File: src/rtl/uart_bus_master.sv
// UART command-frame bus master: decodes write/read frames from the byte stream, issues one
// bus strobe per frame and returns an acknowledge or the read data over the transmit channel.
module uart_bus_master #(
  parameter int unsigned TIMEOUT_CYCLES = 100000,
  parameter logic [7:0]  CMD_WR         = 8'h57,
  parameter logic [7:0]  CMD_RD         = 8'h52
) (
  input  logic        clk_i,
  input  logic        rst_ni,
  input  logic [7:0]  rx_data_i,
  input  logic        rx_valid_i,
  output logic [7:0]  tx_data_o,
  output logic        tx_valid_o,
  input  logic        tx_ready_i,
  output logic        rd_o,
  output logic        wr_o,
  output logic [31:0] addr_o,
  output logic [31:0] wdata_o,
  input  logic [31:0] rdata_i,
  output logic        busy_o,
  output logic        overrun_o
);

  localparam int unsigned TW = $clog2(TIMEOUT_CYCLES + 1);
  localparam logic [TW-1:0] TimerMax = TW'(TIMEOUT_CYCLES - 1);

  typedef enum logic [2:0] {StIdle, StAddr, StData, StBus, StResp} state_e;

  state_e        state_q;
  logic [1:0]    cnt_q;
  logic          is_wr_q;
  logic [TW-1:0] timer_q;
  logic [31:0]   resp_q;
  logic [31:0]   addr_q;
  logic [31:0]   wdata_q;
  logic [7:0]    tx_data_q;
  logic          tx_valid_q;
  logic          rd_q;
  logic          wr_q;
  logic          overrun_q;

  always_ff @(posedge clk_i or negedge rst_ni) begin
    if (!rst_ni) begin
      state_q    <= StIdle;
      cnt_q      <= 2'd0;
      is_wr_q    <= 1'b0;
      timer_q    <= '0;
      resp_q     <= 32'd0;
      addr_q     <= 32'd0;
      wdata_q    <= 32'd0;
      tx_data_q  <= 8'd0;
      tx_valid_q <= 1'b0;
      rd_q       <= 1'b0;
      wr_q       <= 1'b0;
      overrun_q  <= 1'b0;
    end else begin
      rd_q <= 1'b0;
      wr_q <= 1'b0;
      unique case (state_q)
        StIdle: begin
          if (rx_valid_i) begin
            cnt_q <= 2'd0;
            if (rx_data_i == CMD_WR || rx_data_i == CMD_RD) begin
              is_wr_q <= (rx_data_i == CMD_WR);
              timer_q <= '0;
              state_q <= StAddr;
            end else begin
              tx_data_q  <= 8'h3F;
              tx_valid_q <= 1'b1;
              state_q    <= StResp;
            end
          end
        end
        StAddr, StData: begin
          // An arriving byte takes priority over an expiring timer.
          if (rx_valid_i) begin
            timer_q <= '0;
            cnt_q   <= cnt_q + 2'd1;
            if (state_q == StAddr) addr_q <= {addr_q[23:0], rx_data_i};
            else                   wdata_q <= {wdata_q[23:0], rx_data_i};
            if (cnt_q == 2'd3) begin
              if (state_q == StAddr && is_wr_q) begin
                state_q <= StData;
              end else begin
                state_q <= StBus;
                wr_q    <= is_wr_q;
                rd_q    <= !is_wr_q;
              end
            end
          end else if (timer_q == TimerMax) begin
            timer_q <= '0;
            state_q <= StIdle;
          end else begin
            timer_q <= timer_q + TW'(1);
          end
        end
        StBus: begin
          state_q    <= StResp;
          tx_valid_q <= 1'b1;
          if (is_wr_q) begin
            tx_data_q <= 8'h4B;
            cnt_q     <= 2'd0;
          end else begin
            tx_data_q <= rdata_i[31:24];
            resp_q    <= rdata_i;
            cnt_q     <= 2'd3;
          end
        end
        StResp: begin
          // cnt_q holds the number of bytes still to follow the one on offer.
          if (tx_ready_i) begin
            if (cnt_q == 2'd0) begin
              tx_valid_q <= 1'b0;
              state_q    <= StIdle;
            end else begin
              cnt_q     <= cnt_q - 2'd1;
              tx_data_q <= resp_q[23:16];
              resp_q    <= {resp_q[23:0], 8'h00};
            end
          end
        end
        default: state_q <= StIdle;
      endcase
      if (rx_valid_i && (state_q == StBus || state_q == StResp)) overrun_q <= 1'b1;
    end
  end

  assign tx_data_o  = tx_data_q;
  assign tx_valid_o = tx_valid_q;
  assign rd_o       = rd_q;
  assign wr_o       = wr_q;
  assign addr_o     = addr_q;
  assign wdata_o    = wdata_q;
  assign busy_o     = (state_q != StIdle);
  assign overrun_o  = overrun_q;

endmodule

File: config.mk
export PLATFORM = sky130hd
export DESIGN_NAME = uart_bus_master
export DESIGN_NICKNAME = d
export VERILOG_FILES = /design/src/rtl/uart_bus_master.sv
export SDC_FILE = /design/constraint.sdc
export NUM_CORES = 1
export LEC_CHECK = 0
export ABC_AREA = 1
export BUFFER_PORTS_ARGS = -buffer_cell sky130_fd_sc_hd__buf_2
export CORE_MARGIN = 2
export CORE_UTILIZATION = 54
export CTS_CLUSTER_SIZE = 10
export DETAILED_ROUTE_END_ITERATION = 8
export PLACE_DENSITY_LB_ADDON = 0.2
export REMOVE_ABC_BUFFERS = 1
export SKIP_CTS_REPAIR_TIMING = 1
export SYNTH_ARGS = -nofsm -noshare
export SYNTH_HDL_FRONTEND = slang
export SYNTH_SLANG_ARGS = --single-unit
File: constraint.sdc
create_clock -name clk_i -period 1.65 [get_ports clk_i]
set_input_delay 0 -clock clk_i [delete_from_list [all_inputs] [get_ports clk_i]]
set_output_delay 0 -clock clk_i [all_outputs]
set_load 0.03 [all_outputs]
; Word level (Yosys, flattened, before mapping)
; Index checks and enable logic that the tools add are counted.
[word_totals]
reg_bits = 123
out_inout_bits = 77
[op_classes]
addsub = 3
n_mux = 43
n_eq_ne = 18
n_bitwise = 1
reduce_logical = 22
[ops]
columns = cell, count
row1 = two-way mux 24 bit, 3
row2 = two-way mux 17 bit, 4
row3 = one-hot mux 24 bit (2 select lines), 1
row4 = two-way mux 8 bit, 5
row5 = one-hot mux 17 bit (2 select lines), 1
row6 = one-hot mux 8 bit (3 select lines), 1
row7 = two-way mux 3 bit, 7
row8 = AND reduction 5 bit, 4
row9 = adder 17 x 1 -> 17 bit (second input constant), 1
row10 = == test 17 bit (second input constant), 1
row11 = == test 8 x 7 -> 1 bit (second input constant), 2
row12 = inequality test 2 bit (second input constant), 8
row13 = two-way mux 1 bit, 13
row14 = one-hot mux 3 bit (4 select lines), 1
row15 = AND reduction 3 bit, 4
row16 = two-way mux 2 bit, 5
row17 = one-hot mux 2 bit (4 select lines), 1
row18 = == test 3 x 2 -> 1 bit (second input constant), 2
row19 = inequality test 3 bit (second input constant), 2
row20 = nonzero test 3 bit, 2
row21 = AND reduction 4 bit, 1
row22 = nonzero test 2 bit, 2
row23 = nonzero test 4 bit, 1
row24 = == test 3 x 1 -> 1 bit (second input constant), 1
row25 = other kinds (12), 14

; Longest topological paths before layout
; Gate-level depths: netlist of run 1.
[depth]
word_depth = 6
mapped_depth = 10
depth_no_buf = 10

; Worst setup path after synthesis of run 1
; No wires, ideal clock.
[synth_timing]
path_type = reg-to-reg
start = register timer_q[0]
end = register timer_q[16]
setup_ns = 0.071
path_buffers = 0
t_arrival_ns = 1.329
stages_incl_launch_ff = 10
setup_slack_ns = 0.250
path_cell_list = dfrtp_1 -> ha_1 -> inv_1 -> nor2_2 -> nand3_1 -> nor2_1 -> nand3_1 -> nand2_1 -> inv_1 -> nor2_1
[synth_between]
elab_chain_cells = 4
word_cells_on_any_way = 5
cone_classes = add/sub (1) / eq/ne (1) / mux (3)
[synth_rtl]
columns = item, line_no
row1 = "start, declared", 32  ; logic [TW-1:0] timer_q;
row2 = "start signal, assigned", 94  ; timer_q <= timer_q + TW'(1);
row3 = adder 17 x 1 -> 17 bit / == test 17 bit (equally long branches), "94, 90"
row4 = two-way mux 17 bit *, 90  ; end else if (timer_q == TimerMax) begin
row5 = two-way mux 17 bit *, 76  ; if (rx_valid_i) begin
row6 = one-hot mux 17 bit (2 select lines) *, 59  ; unique case (state_q)
; Every way passes the cells marked *; elsewhere a longest branch is shown, timed or not.
; A chain may end at the register's enable or synchronous reset.

; Final worst setup path of run 1
[layout_timing]
start = register state_q[2]
end = register tx_data_q[1], in the netlist tx_data_o[1]
[layout_between]
elab_chain_cells = 3
word_cells_on_any_way = 10
cone_classes = eq/ne (6) / mux (1) / reduce/logical (3)
[layout_rtl]
columns = item, line_no
row1 = "start, declared", 29  ; state_e state_q;
row2 = "start signal, assigned", 44  ; state_q <= StIdle;
row3 = "start signal, assigned", 66  ; state_q <= StAddr;
row4 = "start signal, assigned", 70  ; state_q <= StResp;
row5 = == test 3 bit (tied with other cells), 59
row6 = inequality test 2 bit (no line) / nonzero test 3 bit (equally long branches), --
row7 = AND reduction 5 bit (no line), --
row8 = "end signal, assigned", 104  ; tx_data_q <= rdata_i[31:24];
row9 = "end signal, assigned", 117  ; tx_data_q <= resp_q[23:16];
row10 = "end, declared", 36  ; logic [7:0] tx_data_q;
; Several ways; a longest one is shown, not always the timed one.

==> flow_metrics.tcl, run 1 <==
set metrics [dict create \
    initial_core_util 0.549 \
    status "completed" \
    remaining_drc_errors 0 \
    n_antenna_cell 0 \
    fmax_mhz 631 \
    grt_max_degree 59 \
    grtUsageTotal 0.250 \
    synthTopCellsByArea "dfrtp_1 55%, nand2_1 16%, inv_1 4.0%" \
    fin_cells 1010 \
    yosys.area.top_type "dfrtp_1" \
    synth_area_um2 5620 \
    critical_path.endpoint "tx_data_o[1]" \
    antenna_left 0 \
    critPathKind "flop to flop" \
    dieHeight_um 106 \
    async_flop_share 1.00 \
    nets 906 \
    intPower_mw 6.62 \
    clkLatencyLatePin_ns 0.52 \
    clk_path_buf_depth 2 \
    swShare 0.342 \
    dieArea_um2 11200 \
    netlist.area_leader.share 0.548 \
    grt_antenna_before_repair 0 \
    ios 121 \
    combPwrFrac 0.253 \
    r2r_slack_ns 0.06 \
    drive_gt1_frac 0.236 \
    r2r_cells 7 \
    synthFlopType "dfrtp_1" \
    regToRegStartpoint "state_q[2]" \
    setup_viol 0 \
    fin_crit_sh 0.961 \
    hold_viol_final 0 \
    critPathLaunch "state_q[2]" \
    syn_area_per_cell_um2 8.24 \
    routed_wl_um 14900 \
    clockRootBuffer "clkbuf_8" \
    startpoint_type "flop" \
    grt_pass1_wl_um 22200 \
    fin_tns_setup_ns 0 \
    max_slew_margin 0.516 \
    h-tree-depth 4 \
    num_vias 5421 \
    seqPwrFrac 0.370 \
    end_kind "flop" \
    hold_class "input port to asynchronous set/reset pin" \
    final_cell_mix "234 x nand2_1, 120 x dfrtp_1, 119 x buf_2" \
    dp_cells 930 \
    dpl.hpwl_um 9210 \
    yosys_register_bits 123 \
    synth_cell_types 32 \
    required_ns 2.04 \
    crit_path_max_fanout 11 \
    syn_to_final_growth_pct 34.3 \
    path_clk_slew_ns 0.06 \
    grt_pass1_vias 4870 \
    final_max_slew_viol_count 0 \
    post_drt_wl_per_cell_um 14.7 \
    initialDrtViolationCount 464 \
    p_sw_mw 3.44 \
    grt-ovfl-total 0 \
    dr.pass1.iters 6 \
    clock_skew_ns 0.00687 \
    clkPwrFrac 0.378 \
    ys_warn_count 0 \
    post-route-min-period_ns 1.59 \
    fin_area_um2 7550 \
    coreArea_um2 10200 \
    final_core_util 0.738 \
    clkSinkCount 123 \
    cts_tree "done" \
    synth_edf_count 0 \
    die_x_um 106 \
    p_per_area_nw_per_um2 1330 \
    finalWeightedCongestion 0.885 \
    syn_inst 682 \
    dpl_cell_area_um2 6430 \
    irDropWorstVdd_mv 0.802 \
    timing.rr.end "tx_data_o[1]" \
    vias_per_cell 5.37 \
    seq_area_frac_synth 0.548 \
    tightest_slew_ns 0.723 \
    max_cap_violations 0 \
    final_common_cell "nand2_1" \
    portBuffers 120 \
    critPathArrivalTime_ns 1.98 \
    rows 37 \
    cts_buffers 17 \
    p_leak_nw 4.05 \
]
==> power by group through the flow <==
| stage | logic [mW] | registers, mW | clock network (mW) |
|---|---|---|---|
| 5_1_grt | 2.80 | 3.75 | 3.97 |
| 3_3_place_gp | 2.25 | 3.72 | 0 |
| 3_5_place_dp | 2.32 | 3.74 | 0 |
| 6_report | 2.54 | 3.72 | 3.80 |
| 4_1_cts | 2.35 | 3.69 | 3.84 |
| 2_1_floorplan | 1.26 | 4.04 | 0 |
==> cells by family after synthesis <==
group                    after synthesis  share of synthesized area
AO/OA/AOI/OAI                         97                     0.0924
multiplexers                           6                     0.0120
AND/OR/NAND/NOR                      360                      0.272
flip-flops                           123                      0.548
adder cells (fa/ha/maj)                1                    0.00223
buffers and inverters                 92                     0.0686
XOR/XNOR                               3                    0.00468
==> synth_stat cells, types with 3 or more instances <==
master,number
a21oi_1,17
a31oi_1,13
buf_2,12
clkbuf_1,7
dfrtp_1,123
inv_1,60
inv_2,7
mux2_2,6
nand2_1,234
nand2_2,4
nand3_1,30
nand3_2,3
nand4_1,27
nor2_1,53
nor2_2,4
o21ai_0,45
o21ai_1,14
o22ai_1,3
xor2_1,3
==> how the worst min path moves through the flow <==
stage,startpoint,to,slack [ns],cells after the start
2_1_floorplan,rst_ni,addr_o[0],-0.30,0
3_3_place_gp,rst_ni,addr_o[29],-0.10,1
3_5_place_dp,rst_ni,addr_o[22],-0.10,1
4_1_cts,rst_ni,addr_o[27],-0.65,1
5_1_grt,rst_ni,addr_o[23],0.07,3
6_report,rst_ni,addr_o[23],0.05,3
==> metrics by stage <==
| step | worst slack [ns] | power (mW) | hold slack, ns |
|---|---|---|---|
| 5_1_grt | -0.0374 | 10.5 | 0.0707 |
| 3_3_place_gp | 0.0596 | 5.97 | -0.100 |
| 3_5_place_dp | -0.0124 | 6.06 | -0.101 |
| 4_1_cts | -0.0723 | 9.89 | -0.648 |
| 2_1_floorplan | -0.660 | 5.31 | -0.296 |
| 6_report | 0.0642 | 10.1 | 0.0487 |
==> critical path: stages (launching register included) <==
cell	delay (ns)
dfrtp_2	0.48
nor2_4	0.16
nand2_2	0.10
nor2_2	0.16
inv_2	0.11
buf_4	0.20
o22ai_1	0.14
o21ai_1	0.11
==> routing by layer <==
layer	GRT usage	vias up	part of all wire
met1	0.321	2591	0.41
met5	0	-	0
li1	-	2574	-
met3	0.0490	35	0.058
met2	0.423	221	0.51
met4	0.0949	0	0.025
==> state kept, by name, summed over array words and instances (netlist names) <==
register,flops
tx_data_o,8
rd_o,1
timer_q,17
overrun_o,1
resp_q,24
wdata_o,32
tx_valid_o,1
state_q,3
wr_o,1
is_wr_q,1
cnt_q,2
addr_o,32
==> cell type report <==
type                    instances  area, um2
well taps                     136        170
clock inverters                14        183
flip-flops and latches        123       3080
fillers                       745       2680
repair buffers                183       1220
clock buffers                  18        428
inverters                      68        258
multi-input cells             468       2200
Note: power is estimated with default switching activity, not from simulation.
==> inputs of run 2 (changes only) <==
CORE_ASPECT_RATIO = 1.75   (was not set)
==> run 2 against run 1 <==
  * Setup slack lost 0.021 ns
  * Cell area fell by 0.22%
  * Register-to-register slack worse by 0.02 ns
  * Highest routed layer unchanged
  * Largest cell class unchanged
  * Clock-buffer cell count increased by 1
  * Sequential share of layout area grew 0.071 points
  * The flow now finishes with violations (hold timing)
  * Global-route usage rose by 1.2 points
  * Total power is 1.5% higher
  * Wire length is 2.4% higher
  * Critical path depth fell by 1
  * Via count shrank 2.2%
  * Maximum frequency fell by 1.3%
==> flow_metrics.tcl, run 2 (synthesized netlist as in run 1, its figures left out) <==
set metrics [dict create \
    coreArea_um2 10200 \
    post-route-min-period_ns 1.61 \
    violations "hold timing" \
    portBuffers 120 \
    dieHeight_um 139 \
    hold_depth 3 \
    die_x_um 81.1 \
    hp-start "rx_data_i[2]" \
    initialDrtViolationCount 289 \
    clkSinkCount 123 \
    hold_class "input port to flop" \
    fin_tns_setup_ns 0 \
    dr.pass1.iters 5 \
    final_max_slew_viol_count 0 \
    crit_path_max_incr_delay_ns 0.48 \
    p_leak_nw 4.04 \
    crit_path_max_fanout 8 \
    initial_core_util 0.552 \
    startpoint_type "flop" \
    n_antenna_cell 0 \
    fin_cells 998 \
    dieArea_um2 11300 \
    fin_crit_sh 0.974 \
    grt_pass1_vias 4951 \
    min_to "addr_o[2]" \
    nets 903 \
    grt_pass1_wl_um 22900 \
    critPathLaunch "state_q[2]" \
    end_kind "flop" \
    syn_to_final_growth_pct 34.0 \
    critPathArrivalTime_ns 1.89 \
    max_slew_margin 0.691 \
    timing.rr.end "tx_data_o[0]" \
    dp_cells 924 \
    clock_skew_ns 0.00709 \
    slowest_stage "dfrtp_2" \
    drive_gt1_frac 0.239 \
    ios 121 \
    max_cap_violations 0 \
    routed_wl_um 15200 \
    grt_antenna_before_repair 0 \
    clkLatencyLatePin_ns 0.41 \
    final_common_cell "nand2_1" \
    p_per_area_nw_per_um2 1360 \
    regToRegStartpoint "state_q[2]" \
    status "finished, violations left" \
    cts_buffers 17 \
    critPathKind "flop to flop" \
    path_clk_slew_ns 0.06 \
    setup_viol 0 \
    dpl.hpwl_um 9710 \
    num_vias 5300 \
    grt-ovfl-total 0 \
    fmax_mhz 622 \
    final_core_util 0.740 \
    p_total_mw 10.2 \
    finalWeightedCongestion 0.901 \
    vias_per_cell 5.31 \
    r2r_cells 6 \
    tightest_slew_ns 0.463 \
    irDropWorstVdd_mv 1.07 \
    fin_hold_ws_ns -0.0301 \
    final_cell_mix "234 x nand2_1, 121 x dfrtp_1, 119 x buf_2" \
    cp_cell_sequence "nor2_4 > nand2_2 > nand2_1 > nand4_4 > nand2_1 > o21ai_1" \
    rows 49 \
    required_ns 1.94 \
    h-tree-depth 4 \
    antenna_left 0 \
    grt_max_degree 84 \
    cts_tree "done" \
    critical_path.most_common_cell "nand2_1" \
    clk_path_buf_depth 2 \
    clockRootBuffer "clkbuf_16" \
    hold_viol_final 16 \
    post_drt_wl_per_cell_um 15.3 \
    remaining_drc_errors 0 \
    grtUsageTotal 0.263 \
    r2r_slack_ns 0.04 \
]
## run 2: area by class of cell
cell class | instances | area (um2)
multi-input combinational | 469 | 2230
clock buffer | 19 | 453
clock inverter | 13 | 165
fill | 759 | 2650
sequential | 123 | 3080
tap | 127 | 159
timing repair buffer | 179 | 1180
inverter | 68 | 258
## run 2: worst max-delay path by stage
stage                              end  slack [ns]
after floorplan            wdata_o[13]       -0.66
after global placement      resp_q[22]        0.05
after detailed placement    resp_q[18]       -0.04
after CTS                   resp_q[17]        -0.1
after global routing        state_q[1]       -0.05
final                     tx_data_o[0]        0.04
## run 2: per-layer routing
metal,global-route usage,up-vias,part of all wire,wire length [um]
met4,0.122,0,0.038,584
met2,0.462,194,0.54,8280
li1,-,2575,-,-
met1,0.297,2489,0.37,5680
met5,0,-,0,0
met3,0.0508,42,0.045,685
## run 2: critical path, delay by kind of cell (launching register included)
family | cells | cell delay (ns)
AOI/OAI and AO/OA | 1 | 0.08
and+or+nand+nor | 5 | 0.92
DFF | 1 | 0.48
## run 2: where the power goes
part	switching (mW)	internal [mW]
combinational	1.81	0.839
clock	1.40	2.47
sequential	0.266	3.44
total	3.47	6.74
## run 2: through the flow
stage,worst slack (ns),instance area (um2)
final,0.0431,7530
after CTS,-0.0990,7060
after global routing,-0.0542,7530
after global placement,0.0450,6440
after detailed placement,-0.0393,6440
after floorplan,-0.660,5490
